## config.mk

```make
export PLATFORM = sky130hd
export DESIGN_NAME = winner_detect
export DESIGN_NICKNAME = d
export VERILOG_FILES = /design/src/rtl/winner_detect.sv
export SDC_FILE = /design/constraint.sdc
export NUM_CORES = 1
export LEC_CHECK = 0
export CORE_ASPECT_RATIO = 0.9
export CORE_MARGIN = 2
export CORE_UTILIZATION = 40
export DETAILED_ROUTE_END_ITERATION = 10
export HOLD_SLACK_MARGIN = 0.08
export SYNTH_ARGS = -nofsm -noshare
export SYNTH_HDL_FRONTEND = slang
export SYNTH_SLANG_ARGS = --single-unit
```

## constraint.sdc

```tcl
create_clock -name clk -period 8.25 [get_ports clk]
set_clock_uncertainty 0.1 [all_clocks]
set_input_delay 1.65 -clock clk [delete_from_list [all_inputs] [get_ports clk]]
set_output_delay 1.65 -clock clk [all_outputs]
set_load 0.1 [all_outputs]
```

## src/rtl/winner_detect.sv

```systemverilog
// Four-in-a-row winner detector: snapshots a board, scans one anchor per cycle, reports the winner.
// Optional macro WINNER_DRAW_DETECT_EN: report 11 (draw) when a hit-free board is completely filled.
module winner_detect #(
  parameter int ROWS = 6,
  parameter int COLS = 7
) (
  input  logic                     clk,
  input  logic                     rst_n,
  input  logic [2*ROWS*COLS-1:0]   board,
  input  logic                     start,
  output logic                     busy,
  output logic                     done,
  output logic [1:0]               ganador
);

  localparam int N  = ROWS * COLS;
  localparam int CW = (N > 1) ? $clog2(N) : 1;
  localparam int RW = (ROWS > 1) ? $clog2(ROWS) : 1;
  localparam int KW = (COLS > 1) ? $clog2(COLS) : 1;
  localparam int IW = $clog2(2 * N);

  typedef enum logic [1:0] {IDLE, SCAN, DONE} state_t;

  state_t          state_q;
  logic [2*N-1:0]  snap_q;
  logic [CW-1:0]   cnt_q;
  logic [RW-1:0]   row_q;
  logic [KW-1:0]   col_q;
  logic            busy_q;
  logic            done_q;
  logic [1:0]      gan_q;

  logic [1:0]      own_h, own_v, own_ur, own_ul;
  logic            hit_j1, hit_j2;
  logic            last_anchor;
  logic [1:0]      nohit_res;
  int              ar, ac;

  function automatic logic [1:0] cell_at(input logic [2*N-1:0] s, input int r, input int c);
    logic [1:0]    v;
    logic [IW-1:0] idx;
    v = 2'b00;
    if (r >= 0 && r < ROWS && c >= 0 && c < COLS) begin
      idx = IW'(2 * (r * COLS + c));
      v   = s[idx +: 2];
    end
    return v;
  endfunction

  // Returns the player owning all four cells of the line, or 00; code 11 never owns a line.
  function automatic logic [1:0] line_owner(input logic [2*N-1:0] s, input int r, input int c,
                                            input int dr, input int dc);
    logic [1:0] first;
    logic       same;
    first = cell_at(s, r, c);
    same  = (first == 2'b01) || (first == 2'b10);
    for (int j = 1; j < 4; j++) begin
      if (cell_at(s, r + j * dr, c + j * dc) != first) same = 1'b0;
    end
    return same ? first : 2'b00;
  endfunction

  always_comb begin
    ar     = int'(row_q);
    ac     = int'(col_q);
    own_h  = (ac + 3 < COLS)                 ? line_owner(snap_q, ar, ac, 0,  1) : 2'b00;
    own_v  = (ar + 3 < ROWS)                 ? line_owner(snap_q, ar, ac, 1,  0) : 2'b00;
    own_ur = (ar + 3 < ROWS && ac + 3 < COLS) ? line_owner(snap_q, ar, ac, 1,  1) : 2'b00;
    own_ul = (ar + 3 < ROWS && ac >= 3)      ? line_owner(snap_q, ar, ac, 1, -1) : 2'b00;
    hit_j1 = (own_h == 2'b01) || (own_v == 2'b01) || (own_ur == 2'b01) || (own_ul == 2'b01);
    hit_j2 = (own_h == 2'b10) || (own_v == 2'b10) || (own_ur == 2'b10) || (own_ul == 2'b10);
  end

  assign last_anchor = (cnt_q == CW'(N - 1));

`ifdef WINNER_DRAW_DETECT_EN
  logic board_full;
  always_comb begin
    board_full = 1'b1;
    for (int i = 0; i < N; i++) begin
      if (snap_q[IW'(2 * i) +: 2] == 2'b00 || snap_q[IW'(2 * i) +: 2] == 2'b11) board_full = 1'b0;
    end
  end
  assign nohit_res = board_full ? 2'b11 : 2'b00;
`else
  assign nohit_res = 2'b00;
`endif

  always_ff @(posedge clk or negedge rst_n) begin
    if (!rst_n) begin
      state_q <= IDLE;
      snap_q  <= '0;
      cnt_q   <= '0;
      row_q   <= '0;
      col_q   <= '0;
      busy_q  <= 1'b0;
      done_q  <= 1'b0;
      gan_q   <= 2'b00;
    end else begin
      case (state_q)
        IDLE: begin
          done_q <= 1'b0;
          if (start) begin
            snap_q  <= board;
            cnt_q   <= '0;
            row_q   <= '0;
            col_q   <= '0;
            busy_q  <= 1'b1;
            state_q <= SCAN;
          end
        end
        SCAN: begin
          if (hit_j1 || hit_j2) begin
            gan_q   <= hit_j1 ? 2'b01 : 2'b10;
            done_q  <= 1'b1;
            busy_q  <= 1'b0;
            state_q <= DONE;
          end else if (last_anchor) begin
            gan_q   <= nohit_res;
            done_q  <= 1'b1;
            busy_q  <= 1'b0;
            state_q <= DONE;
          end else begin
            cnt_q <= cnt_q + CW'(1);
            if (col_q == KW'(COLS - 1)) begin
              col_q <= '0;
              row_q <= row_q + RW'(1);
            end else begin
              col_q <= col_q + KW'(1);
            end
          end
        end
        DONE: begin
          done_q  <= 1'b0;
          state_q <= IDLE;
        end
        default: begin
          state_q <= IDLE;
          busy_q  <= 1'b0;
          done_q  <= 1'b0;
        end
      endcase
    end
  end

  assign busy    = busy_q;
  assign done    = done_q;
  assign ganador = gan_q;

endmodule

```

==> flow_metrics.py <==
metrics = {
    "worst_setup_path": {
        "worstSetupEndpointType": "register",
        "critPathKind": "register to register",
        "arrival_ns": 7.51,
        "crit_fanout": 18,
        "cp-start-kind": "register",
        "r2r_cells": 20,
        "required_ns": 8.45,
    },
    "sta": {
        "worstMarginPinSlew_ns": 1.103,
        "slew_headroom_pct": 26.19,
        "slew_violations": 0,
        "setup_violations": 0,
        "fmax_ghz": 0.1369,
        "finalHoldViolCount": 0,
        "min_period_ns": 7.307,
        "tns_ns": 0,
        "rsz0062_at_grt": "false",
        "finalCritPeriodShare_pct": 88.57,
    },
    "clock_tree": {
        "cts_tree": "yes",
        "ctsResizeCount": 0,
        "htree_levels": 3,
        "clk_pin_slew_ns": 0.08,
        "cts-root-buf": "clkbuf_16",
        "cts.sinks": 102,
        "numCtsBuffers": 9,
        "clk_path_buf_depth": 2,
        "cts_setup_buffers": 0,
        "postCtsHoldBufs": 0,
        "clkLatencyLatePin_ns": 0.38,
    },
    "global_routing": {
        "grt.overflow.total": 0,
        "grt_pass1_vias": 11150,
        "antenna_found_initial": 0,
        "grt_use_total_pct": 26.20,
        "grt_max_degree": 76,
        "grt_pass1_wl_mm": 69.43,
    },
    "synth": {
        "yosysSeqAreaShare_pct": 18.81,
        "syn_nets": 1422,
        "ys_warn_count": 0,
        "async_flop_share_pct": 100.0,
        "synth_ff_type": "dfrtp_1",
        "synthTopCellsByArea": "mux4_2, dfrtp_1, mux2_2",
        "synth_top_area_cell": "mux4_2",
        "synth_cell_type_count": 85,
        "synth_cells": 1234,
        "avgSynthCellArea_um2": 10.99,
        "ys_ff_latch": 102,
        "synthDominantCellAreaShare_pct": 20.92,
        "synth-edff-count": 0,
        "syn_area_mm2": 0.01357,
    },
    "cells_and_area": {
        "multiInputGateArea_mm2": 0.01049,
        "seq_area_mm2": 0.002552,
        "layout-drive-gt1-share_pct": 26.46,
        "final_nets": 1506,
        "n_antenna_cell": 0,
        "area_growth_pct": 13.18,
        "fill_cells": 3061,
    },
    "drt": {
        "wl_mm": 45.19,
        "dr.pass1.iters": 5,
        "drt_iter0_drc": 1256,
        "viasPerCell": 6.421,
        "wl_per_cell_um": 25.42,
        "drc": 0,
        "num_vias": 11420,
        "ant_nets": 0,
    },
    "floorplanning": {
        "die_w_um": 198.1,
        "start_util_pct": 40.88,
        "fp.dieH_um": 178.7,
        "core.rowCount": 63,
        "die_area_mm2": 0.03541,
        "num_io_pins": 91,
        "core_area_mm2": 0.03319,
    },
    "placement": {
        "gp_congestion": 1.009,
        "dpl.hpwl_mm": 35.98,
        "io_buffers": 90,
    },
    "run": {
        "maxCapViolations": 0,
    },
    "outcome": {
        "status": "completed",
    },
    "min_path": {
        "holdPathStages": 1,
        "hold_class": "register to register",
    },
}
-- through the flow --
stage / instance area (um2) / utilization, % / cells / hold WS [ns] / setup slack, ns
floorplan: 13570 / - / 1234 / 0.3643 / 1.909
detailed placement: 15030 / 45.29 / 1762 / 0.3893 / 1.004
global placement: 15030 / 45.29 / 1762 / 0.3815 / 1.161
finish: 15350 / 46.27 / 1778 / 0.4021 / 0.9434
global route: 15350 / 46.27 / 1778 / 0.4325 / 0.3235
CTS: 15350 / 46.27 / 1778 / 0.4082 / 0.9588
-- final timing paths --
kind	endpoint	slack [ns]	from
min in group asynchronous	snap_q[27]	1.12	rst_n
max in group asynchronous	snap_q[73]	5.64	rst_n
min	done	0.40	done
max reg2reg	cnt_q[4]	0.94	row_q[0]
min reg2reg	done	0.40	done
max	cnt_q[4]	0.94	row_q[0]
-- final cells by class --
type / count / area share (%)
clock buffers: 9 / 1.467
clock inverters: 7 / 0.6437
inverters: 62 / 1.516
multi-input cells: 1014 / 68.29
flip-flops and latches: 102 / 16.62
well taps: 455 / 3.708
repair buffers: 129 / 7.757
-- layout by cell type (no fill, tap or decap), types with 6 or more instances in the layout --
cell / instances
ha_1: 79
dfrtp_1: 102
and3_1: 10
or4_1: 7
or2_2: 8
a211oi_1: 18
nand2_1: 46
a21oi_1: 44
xnor2_1: 36
o211ai_1: 12
nor2_1: 53
nor3_1: 24
nand3_1: 27
or3_1: 16
o221ai_1: 6
o21ai_0: 38
mux2_2: 139
clkbuf_16: 9
buf_4: 40
nor3b_1: 10
nand4_1: 7
nand2b_1: 9
a211o_1: 8
mux2i_1: 86
a21o_1: 16
inv_1: 62
o22ai_1: 14
fa_1: 20
mux4_2: 126
o21a_1: 9
mux2_1: 7
nor2b_1: 12
clkdlybuf4s50_1: 89
xor2_1: 23
-- metal layers --
metal / vias to the layer above / global-route usage [%] / routed length, um
met5: - / 0 / 0
met2: 575 / 40.83 / 20030
met4: 0 / 7.237 / 1057
met3: 89 / 5.192 / 4351
li1: 4994 / - / -
met1: 5758 / 37.11 / 19750
-- critical path, cell delays in order (launching register included) --
cell	delay, ns
dfrtp_1	0.80
inv_1	0.34
ha_1	0.78
inv_1	0.40
fa_1	0.66
xor2_1	0.17
ha_1	0.16
nor2_1	0.05
xnor2_1	0.63
inv_1	0.10
ha_1	0.42
xor2_1	0.39
mux4_2	0.36
and2_1	0.16
o21ai_0	0.28
nand2_1	0.09
a31o_1	0.20
nand2_1	0.08
o2111ai_1	0.39
or3_1	0.49
a21oi_1	0.16
-- cells in the mapped netlist, types with 6 or more instances --
cell      instances
a21o_1           16
mux2_1            7
mux2_2          139
a211o_1           8
nor2_1           53
o22ai_1          14
fa_1             21
nor3b_1          11
nand4_1           7
o221ai_1          6
xor2_1           25
inv_1            62
buf_1             7
xnor2_1          36
or4_1             7
nand2b_1          9
or3_1            16
nand2_1          46
o21a_1            9
clkbuf_1         30
o21ai_0          38
nor2b_1          12
nand3_1          27
and3_1           10
ha_1             80
dfrtp_1         102
a21oi_1          44
buf_2             7
a211oi_1         18
nor3_1           24
mux4_2          126
or2_2             8
mux2i_1          86
o211ai_1         12
buf_6             6
-- registers in the layout, summed over array words and instances, names as in the netlist --
signal   flops
busy         1
cnt_q        6
col_q        3
done         1
ganador      2
row_q        3
snap_q      84
state_q      2
-- cells by family (layout without fill, tap and decap cells) --
kind of cell               after synthesis  count (layout)  synth area share, %
buffers and inverters                  118             207                4.159
AOI/OAI and AO/OA                      233             233                12.23
and+or+nand+nor                        251             251                9.656
xor gates and xnor gates                65              65                4.565
muxes                                  364             364                40.10
adders and majority gates              101             101                10.48
DFF                                    102             102                18.81
Power is not shown: default switching activity piles up to over one toggle a cycle in this logic, so the estimate is an artifact.
